--- src/rtl/csr_interrupt_arbiter_pkg.sv ---
// Shared types for the CSR interrupt arbiter: machine interrupt cause codes and FSM states.
package csr_interrupt_arbiter_pkg;

  typedef logic [3:0] cause_code_t;

  localparam cause_code_t CAUSE_MEI = 4'd11;
  localparam cause_code_t CAUSE_MSI = 4'd3;
  localparam cause_code_t CAUSE_MTI = 4'd7;

  typedef enum logic [1:0] {
    ST_IDLE,
    ST_PENDING,
    ST_FIRE,
    ST_HOLDOFF
  } arb_state_t;

endpackage

--- src/rtl/csr_interrupt_arbiter_priority_encoder.sv ---
// Interrupt priority encoder: gates machine interrupt requests with their enables and
// picks the winner in the fixed order MEI > MSI > MTI.
module csr_interrupt_arbiter_priority_encoder
  import csr_interrupt_arbiter_pkg::*;
(
  input  logic       global_enable,
  input  logic       meie,
  input  logic       msie,
  input  logic       mtie,
  input  logic       req_external,
  input  logic       req_software,
  input  logic       req_timer,
  output logic       valid,
  output logic [3:0] code,
  output logic       is_external
);

  logic hit_external;
  logic hit_software;
  logic hit_timer;

  assign hit_external = global_enable & req_external & meie;
  assign hit_software = global_enable & req_software & msie;
  assign hit_timer    = global_enable & req_timer    & mtie;

  assign valid       = hit_external | hit_software | hit_timer;
  assign is_external = hit_external;

  // NOTE: code gets a default before the if-chain so no path leaves it unassigned (no latch).
  always_comb begin
    code = '0;
    if (hit_external)      code = CAUSE_MEI;
    else if (hit_software) code = CAUSE_MSI;
    else if (hit_timer)    code = CAUSE_MTI;
  end

endmodule

--- src/rtl/csr_interrupt_arbiter.sv ---
// CSR interrupt arbiter: waits for a safe commit point, issues a one-cycle triggerInterrupt
// with cause and return PC, then holds off re-arbitration while the CSR trap update lands.
module csr_interrupt_arbiter
  import csr_interrupt_arbiter_pkg::*;
#(
  parameter int HOLDOFF_CYCLES = 4,
  parameter int EXT_CODE_WIDTH = 5,
  parameter int PC_WIDTH       = 32
) (
  input  logic                      clk,
  input  logic                      rst,
  input  logic                      mstatusMIE,
  input  logic                      mieMEIE,
  input  logic                      mieMSIE,
  input  logic                      mieMTIE,
  input  logic                      reqExternal,
  input  logic [EXT_CODE_WIDTH-1:0] externalCode,
  input  logic                      reqSoftware,
  input  logic                      reqTimer,
  input  logic                      safeToInterrupt,
  input  logic                      triggerExcpt,
  input  logic [PC_WIDTH-1:0]       retirePC,
  output logic                      triggerInterrupt,
  output logic [3:0]                interruptCode,
  output logic [PC_WIDTH-1:0]       interruptRetAddr,
  output logic [EXT_CODE_WIDTH-1:0] externalCodeLatched,
  output logic                      busy
);

  localparam int CNT_W = $clog2(HOLDOFF_CYCLES) + 1;

  arb_state_t       state;
  arb_state_t       next_state;
  logic [CNT_W-1:0] holdoff_cnt;
  logic             eligible;
  logic [3:0]       winner_code;
  logic             winner_external;
  logic             load_outputs;

  csr_interrupt_arbiter_priority_encoder u_encoder (
    .global_enable (mstatusMIE),
    .meie          (mieMEIE),
    .msie          (mieMSIE),
    .mtie          (mieMTIE),
    .req_external  (reqExternal),
    .req_software  (reqSoftware),
    .req_timer     (reqTimer),
    .valid         (eligible),
    .code          (winner_code),
    .is_external   (winner_external)
  );

  always_comb begin
    next_state   = state;
    load_outputs = 1'b0;
    unique case (state)
      ST_IDLE:    if (eligible) next_state = ST_PENDING;
      ST_PENDING: begin
        // An exception in the same cycle wins; the interrupt stays pending and retries.
        if (!eligible) begin
          next_state = ST_IDLE;
        end else if (safeToInterrupt && !triggerExcpt) begin
          next_state   = ST_FIRE;
          load_outputs = 1'b1;
        end
      end
      ST_FIRE:    next_state = ST_HOLDOFF;
      ST_HOLDOFF: if (holdoff_cnt == '0) next_state = ST_IDLE;
      default:    next_state = ST_IDLE;
    endcase
  end

  // NOTE: sequential state uses non-blocking assignments so every register samples pre-edge values.
  always_ff @(posedge clk or posedge rst) begin
    if (rst) begin
      state               <= ST_IDLE;
      holdoff_cnt         <= '0;
      interruptCode       <= '0;
      interruptRetAddr    <= '0;
      externalCodeLatched <= '0;
    end else begin
      state <= next_state;
      if (state == ST_FIRE) begin
        holdoff_cnt <= CNT_W'(HOLDOFF_CYCLES - 1);
      end else if (state == ST_HOLDOFF && holdoff_cnt != '0) begin
        holdoff_cnt <= holdoff_cnt - CNT_W'(1);
      end
      if (load_outputs) begin
        interruptCode       <= winner_code;
        interruptRetAddr    <= retirePC;
        externalCodeLatched <= winner_external ? externalCode : '0;
      end
    end
  end

  assign triggerInterrupt = (state == ST_FIRE);
  assign busy             = (state != ST_IDLE);

endmodule
--- config.mk ---
export PLATFORM = sky130hd
export DESIGN_NAME = csr_interrupt_arbiter
export DESIGN_NICKNAME = d
export VERILOG_FILES = /design/src/rtl/csr_interrupt_arbiter_pkg.sv /design/src/rtl/csr_interrupt_arbiter_priority_encoder.sv /design/src/rtl/csr_interrupt_arbiter.sv
export SDC_FILE = /design/constraint.sdc
export NUM_CORES = 1
export LEC_CHECK = 0
export ABC_AREA = 0
export BUFFER_PORTS_ARGS = -buffer_cell sky130_fd_sc_hd__buf_2
export CAP_MARGIN = 20
export CORE_MARGIN = 2
export CORE_UTILIZATION = 24
export DETAILED_ROUTE_END_ITERATION = 16
export GPL_TIMING_DRIVEN = 0
export SETUP_SLACK_MARGIN = 0.1
export SLEW_MARGIN = 20
export SYNTH_ARGS = -nofsm -noshare
export SYNTH_HDL_FRONTEND = slang
export SYNTH_HIERARCHICAL = 1
export SYNTH_SLANG_ARGS = --single-unit
--- constraint.sdc ---
create_clock -name clk -period 1.7 [get_ports clk]
set_input_delay 0.51 -clock clk [delete_from_list [all_inputs] [get_ports clk]]
set_output_delay 0.51 -clock clk [all_outputs]
set_load 0.02 [all_outputs]
# == Yosys cells after proc, flatten, opt, wreduce, memory -nomap -nowiden ==
# Cells that the tools add are included.
# totals
in_bits,48
register_bits,46
out_inout_bits,43
elab_cells,43
# op_classes
muxes,14
eq_ne,6
n_bitwise,8
addsub,1
n_reduce_logical,9
# op_table
operator,count
$mux W3,3
$mux W2,4
$mux W4,2
$pmux W2 S4,1
$and A1 B1 Y1,6
$mux W5,1
$eq A2 B2 Y1 const B,2
$ne A2 B2 Y1 const B,2
$reduce_bool A2 Y1,2
$logic_not A3 Y1,1
$mux W1,3
$ne A3 B3 Y1 const B,1
$reduce_and A3 Y1,1
$reduce_bool A3 Y1,1
$sub A3 B1 Y3 const B,1
$eq A2 B1 Y1 const B,1
$logic_and A1 B1 Y1,2
$logic_not A2 Y1,1
$or A1 B1 Y1,2
$logic_not A1 Y1,1

# == Logic depth before layout (Yosys ltp) ==
# depth
word_depth,6
ltp_mapped,7
mapped_depth_nobuf,5

# == By module ==
# Netlist, hierarchy kept.
# modules_own_cells
module,seq_area_each_um2,n_inst,cells_each,area_per_inst_um2
csr_interrupt_arbiter,1151.1,1,128,2034.5
csr_interrupt_arbiter_priority_encoder,0.0,1,8,61.3

# == Worst setup path before layout ==
# No wires, ideal clock.
# synth_timing
path_type,input to register
from,input mieMSIE
to,register interruptCode[0]
slack_ps,-164
setup_ps,125
path_buffers,2
arrival_ps,1739
stages,7
required_time_ps,1575
cell_sequence,a22oi_2 a21boi_0 nand2_1 or3_4 buf_6 buf_12 mux2_4
# synth_between
elab_chain_len,5
elab_cells_between_ends,7
cone_classes,4 x mux; 3 x bitwise
# synth_rtl
element,line_no,rtl
"start, declared",csr_interrupt_arbiter.sv:14,"input logic mieMSIE,"
$and A1 B1 Y1,csr_interrupt_arbiter_priority_encoder.sv:23,assign hit_software = global_enable & req_software & msie;
$or A1 B1 Y1 (2 in a row),csr_interrupt_arbiter_priority_encoder.sv:26,assign valid = hit_external | hit_software | hit_timer;
named net eligible,csr_interrupt_arbiter.sv:35,logic eligible;
$mux W1,csr_interrupt_arbiter.sv:60,if (!eligible) begin
$mux W1,csr_interrupt_arbiter.sv:56,unique case (state)
"end signal, assigned",csr_interrupt_arbiter.sv:89,interruptCode <= winner_code;
"end, declared",csr_interrupt_arbiter.sv:24,"output logic [3:0] interruptCode,"
# The timed path passes the listed nets, and every way through them passes these cells.
# A chain may end at the register's enable or synchronous reset.

==> impl_metrics.env <==
export IMPL_cts_buffer_depth=2
export IMPL_antenna_found_initial=0
export IMPL_fin_nets=291
export IMPL_mostFrequentLayoutCells="buf_2 (82), dfrtp_1 (45), mux2_4 (36), buf_6 (12), inv_1 (10)"
export IMPL_drive_gt1_share_pct=64.5
export IMPL_finalSetupViolations=0
export IMPL_rsz0062_at_grt="true"
export IMPL_cts_buffers=5
export IMPL_wl_per_cell_um=13.1
export IMPL_dieArea_um2=9500
export IMPL_h_tree_depth=2
export IMPL_dieWidth_um=97.4
export IMPL_final_antenna_net_count=0
export IMPL_synth_distinct_cells=24
export IMPL_dp_cells=335
export IMPL_drtIter0Drc=23
export IMPL_total_leakage_power_nw=1.70
export IMPL_power_density_nw_per_um2=1650
export IMPL_cts_root_buffer="clkbuf_8"
export IMPL_hold_path_class="in -> async"
export IMPL_io_buffers=90
export IMPL_swShare_pct=35.8
export IMPL_slew_headroom_pct=74.1
export IMPL_netlist_area_um2=2100
export IMPL_area_growth_pct=43.6
export IMPL_syn_inst=136
export IMPL_finalPower_mw=4.98
export IMPL_post_dp_cell_area_um2=2700
export IMPL_crit_fanout=5
export IMPL_boundaryPins=91
export IMPL_cts_hold_fix_buffers=0
export IMPL_power_frac_clock_pct=16.3
export IMPL_clk_latency_ps=300
export IMPL_irDropWorstVdd_uv=511
export IMPL_core_area_um2=8590
export IMPL_combPwrFrac_pct=46.1
export IMPL_viasPerCell=4.03
export IMPL_firstDrtPassIters=2
export IMPL_min_period_ps=1660
export IMPL_track_usage_pct=9.98
export IMPL_cts_tree="built"
export IMPL_syn_nets=186
export IMPL_routed_wl_mm=4.58
export IMPL_tightest_slew_ps=385
export IMPL_path_class="reg -> out"
export IMPL_worstRegToRegCells=5
export IMPL_grt_pass1_vias=1488
export IMPL_end_kind="output port"
export IMPL_gp_congestion=0.714
export IMPL_final_instance_count_excl_fill=350
export IMPL_synth_yosys_seq_area_share_pct=54.9
export IMPL_yosys_warnings=6
export IMPL_cts_sinks=46
export IMPL_cp_required_ps=1190
export IMPL_die_height_um=97.4
export IMPL_start_util_pct=24.4
export IMPL_ys_ff_latch=46
export IMPL_via_count=1411
export IMPL_crit_arrival_ps=1150
export IMPL_gr_total_overflow=0
export IMPL_fin_crit_sh_pct=97.9
export IMPL_mostFrequentLayoutCell="buf_2"
export IMPL_drc_errors=0
export IMPL_hpwl_mm=3.17
export IMPL_grt_max_degree=34
export IMPL_grt_pass1_wl_mm=7.56
export IMPL_setup_tns_ps=0
export IMPL_internal_power_mw=3.20
export IMPL_synth_area_per_cell_um2=15.4
export IMPL_cp_start_kind="flip-flop"
export IMPL_final_hold_violation_count=0
export IMPL_fmax_mhz=601
export IMPL_stdcell_area_um2=3010
export IMPL_fill_cells=892
export IMPL_rows=34
export IMPL_skew_ps=13.1
export IMPL_diodes=0
export IMPL_status="finished, final reports clean"
export IMPL_switchingPower_mw=1.78
export IMPL_slew_violations=0
export IMPL_seqPwrFrac_pct=37.6
export IMPL_cts_clk_slew_worst_paths_ps=90
export IMPL_maxCapViolCount=0
[final timing paths]
| check | from | endpoint | slack, ps |
|---|---|---|---|
| max | flip-flop | busy | 40 |
| min | rst | interruptRetAddr[31] | 160 |
| max reg2reg | flip-flop | interruptRetAddr[2] | 60 |
| min reg2reg | interruptRetAddr[26] | interruptRetAddr[26] | 510 |
| max in group asynchronous | rst | interruptRetAddr[27] | 1040 |
| min in group clk | retirePC[13] | interruptRetAddr[13] | 440 |
[sequential cells by signal, summed over array words and instances (netlist names), named ones only]
signal	cells
holdoff_cnt	3
interruptRetAddr	32
interruptCode	4
externalCodeLatched	5
state	1
[layer usage]
| metal | up-vias | global-route usage (%) | wire, um |
|---|---|---|---|
| met5 | - | 0 | 0 |
| met4 | 0 | 2.56 | 27 |
| met3 | 4 | 2.81 | 298 |
| met2 | 60 | 15.1 | 2090 |
| met1 | 679 | 14.1 | 2160 |
| li1 | 668 | - | - |
[repair_timing]
action,4_1_cts,5_1_grt
gates resized for setup,15,10
pin swaps,0,1
cloned,3,0
setup endpoints to repair,36,43
setup buffers,4,0
[power by group through the flow]
stage	combinational [mW]	sequential, mW	clock, mW
CTS	2.30	1.88	0.860
detailed placement	2.20	1.89	0
floorplan	0.929	2.46	0
global route	2.47	1.96	0.907
finish	2.30	1.88	0.810
global placement	2.17	1.87	0
[layout make-up]
type | count | area, um2 | area share, %
buffer | 8 | 126 | 4.20
clock buffer | 7 | 76.3 | 2.54
clock inverter | 1 | 30.0 | 0.998
inverter | 11 | 41.3 | 1.37
multi-input combinational | 71 | 805 | 26.7
sequential | 46 | 1150 | 38.3
tap | 108 | 135 | 4.49
timing repair buffer | 98 | 644 | 21.4
[stage by stage]
stage / hold slack [ps] / setup slack, ps / util, %
4_1_cts: 167 / 23.8 / 34.6
5_1_grt: 168 / -10.3 / 35.0
3_5_place_dp: 487 / -294 / 31.4
2_1_floorplan: 486 / -110 / -
6_report: 162 / 35.7 / 35.0
3_3_place_gp: 485 / -598 / 31.2
[critical path, cell delays in order (launching register included)]
cell and delay [ps]:
dfrtp_1 380, buf_6 130, or2_4 220, buf_6 130
[synth_stat cells]
master / n / area [um2]
a22oi_2: 1 / 12.5
nand2b_1: 2 / 12.5
o22ai_1: 1 / 6.26
ha_1: 2 / 25.0
mux2_4: 34 / 510
nand2_1: 8 / 30.0
mux2_2: 2 / 22.5
buf_6: 2 / 22.5
or3_4: 1 / 11.3
dfrtp_1: 46 / 1150
or2_2: 1 / 6.26
mux2i_1: 7 / 70.1
buf_4: 2 / 15.0
o21ai_0: 1 / 5.00
a22oi_1: 1 / 7.51
a21oi_1: 2 / 10.0
and3_1: 2 / 12.5
nor4bb_1: 1 / 10.0
nor2_1: 1 / 3.75
inv_1: 11 / 41.3
a21boi_0: 2 / 15.0
nor2b_1: 1 / 6.26
and4_1: 1 / 8.76
buf_12: 4 / 80.1
[kinds of logic (layout without fill, tap and decap cells)]
logic type | Yosys count | in the layout | synth area share (%)
flip-flops | 46 | 46 | 54.9
multiplexers | 43 | 43 | 28.8
buffers and inverters | 19 | 125 | 7.58
AND/OR/NAND/NOR | 18 | 18 | 4.84
AO/OA/AOI/OAI | 8 | 8 | 2.69
adder cells (fa/ha/maj) | 2 | 2 | 1.19
Power figures use the tool's default switching activity.
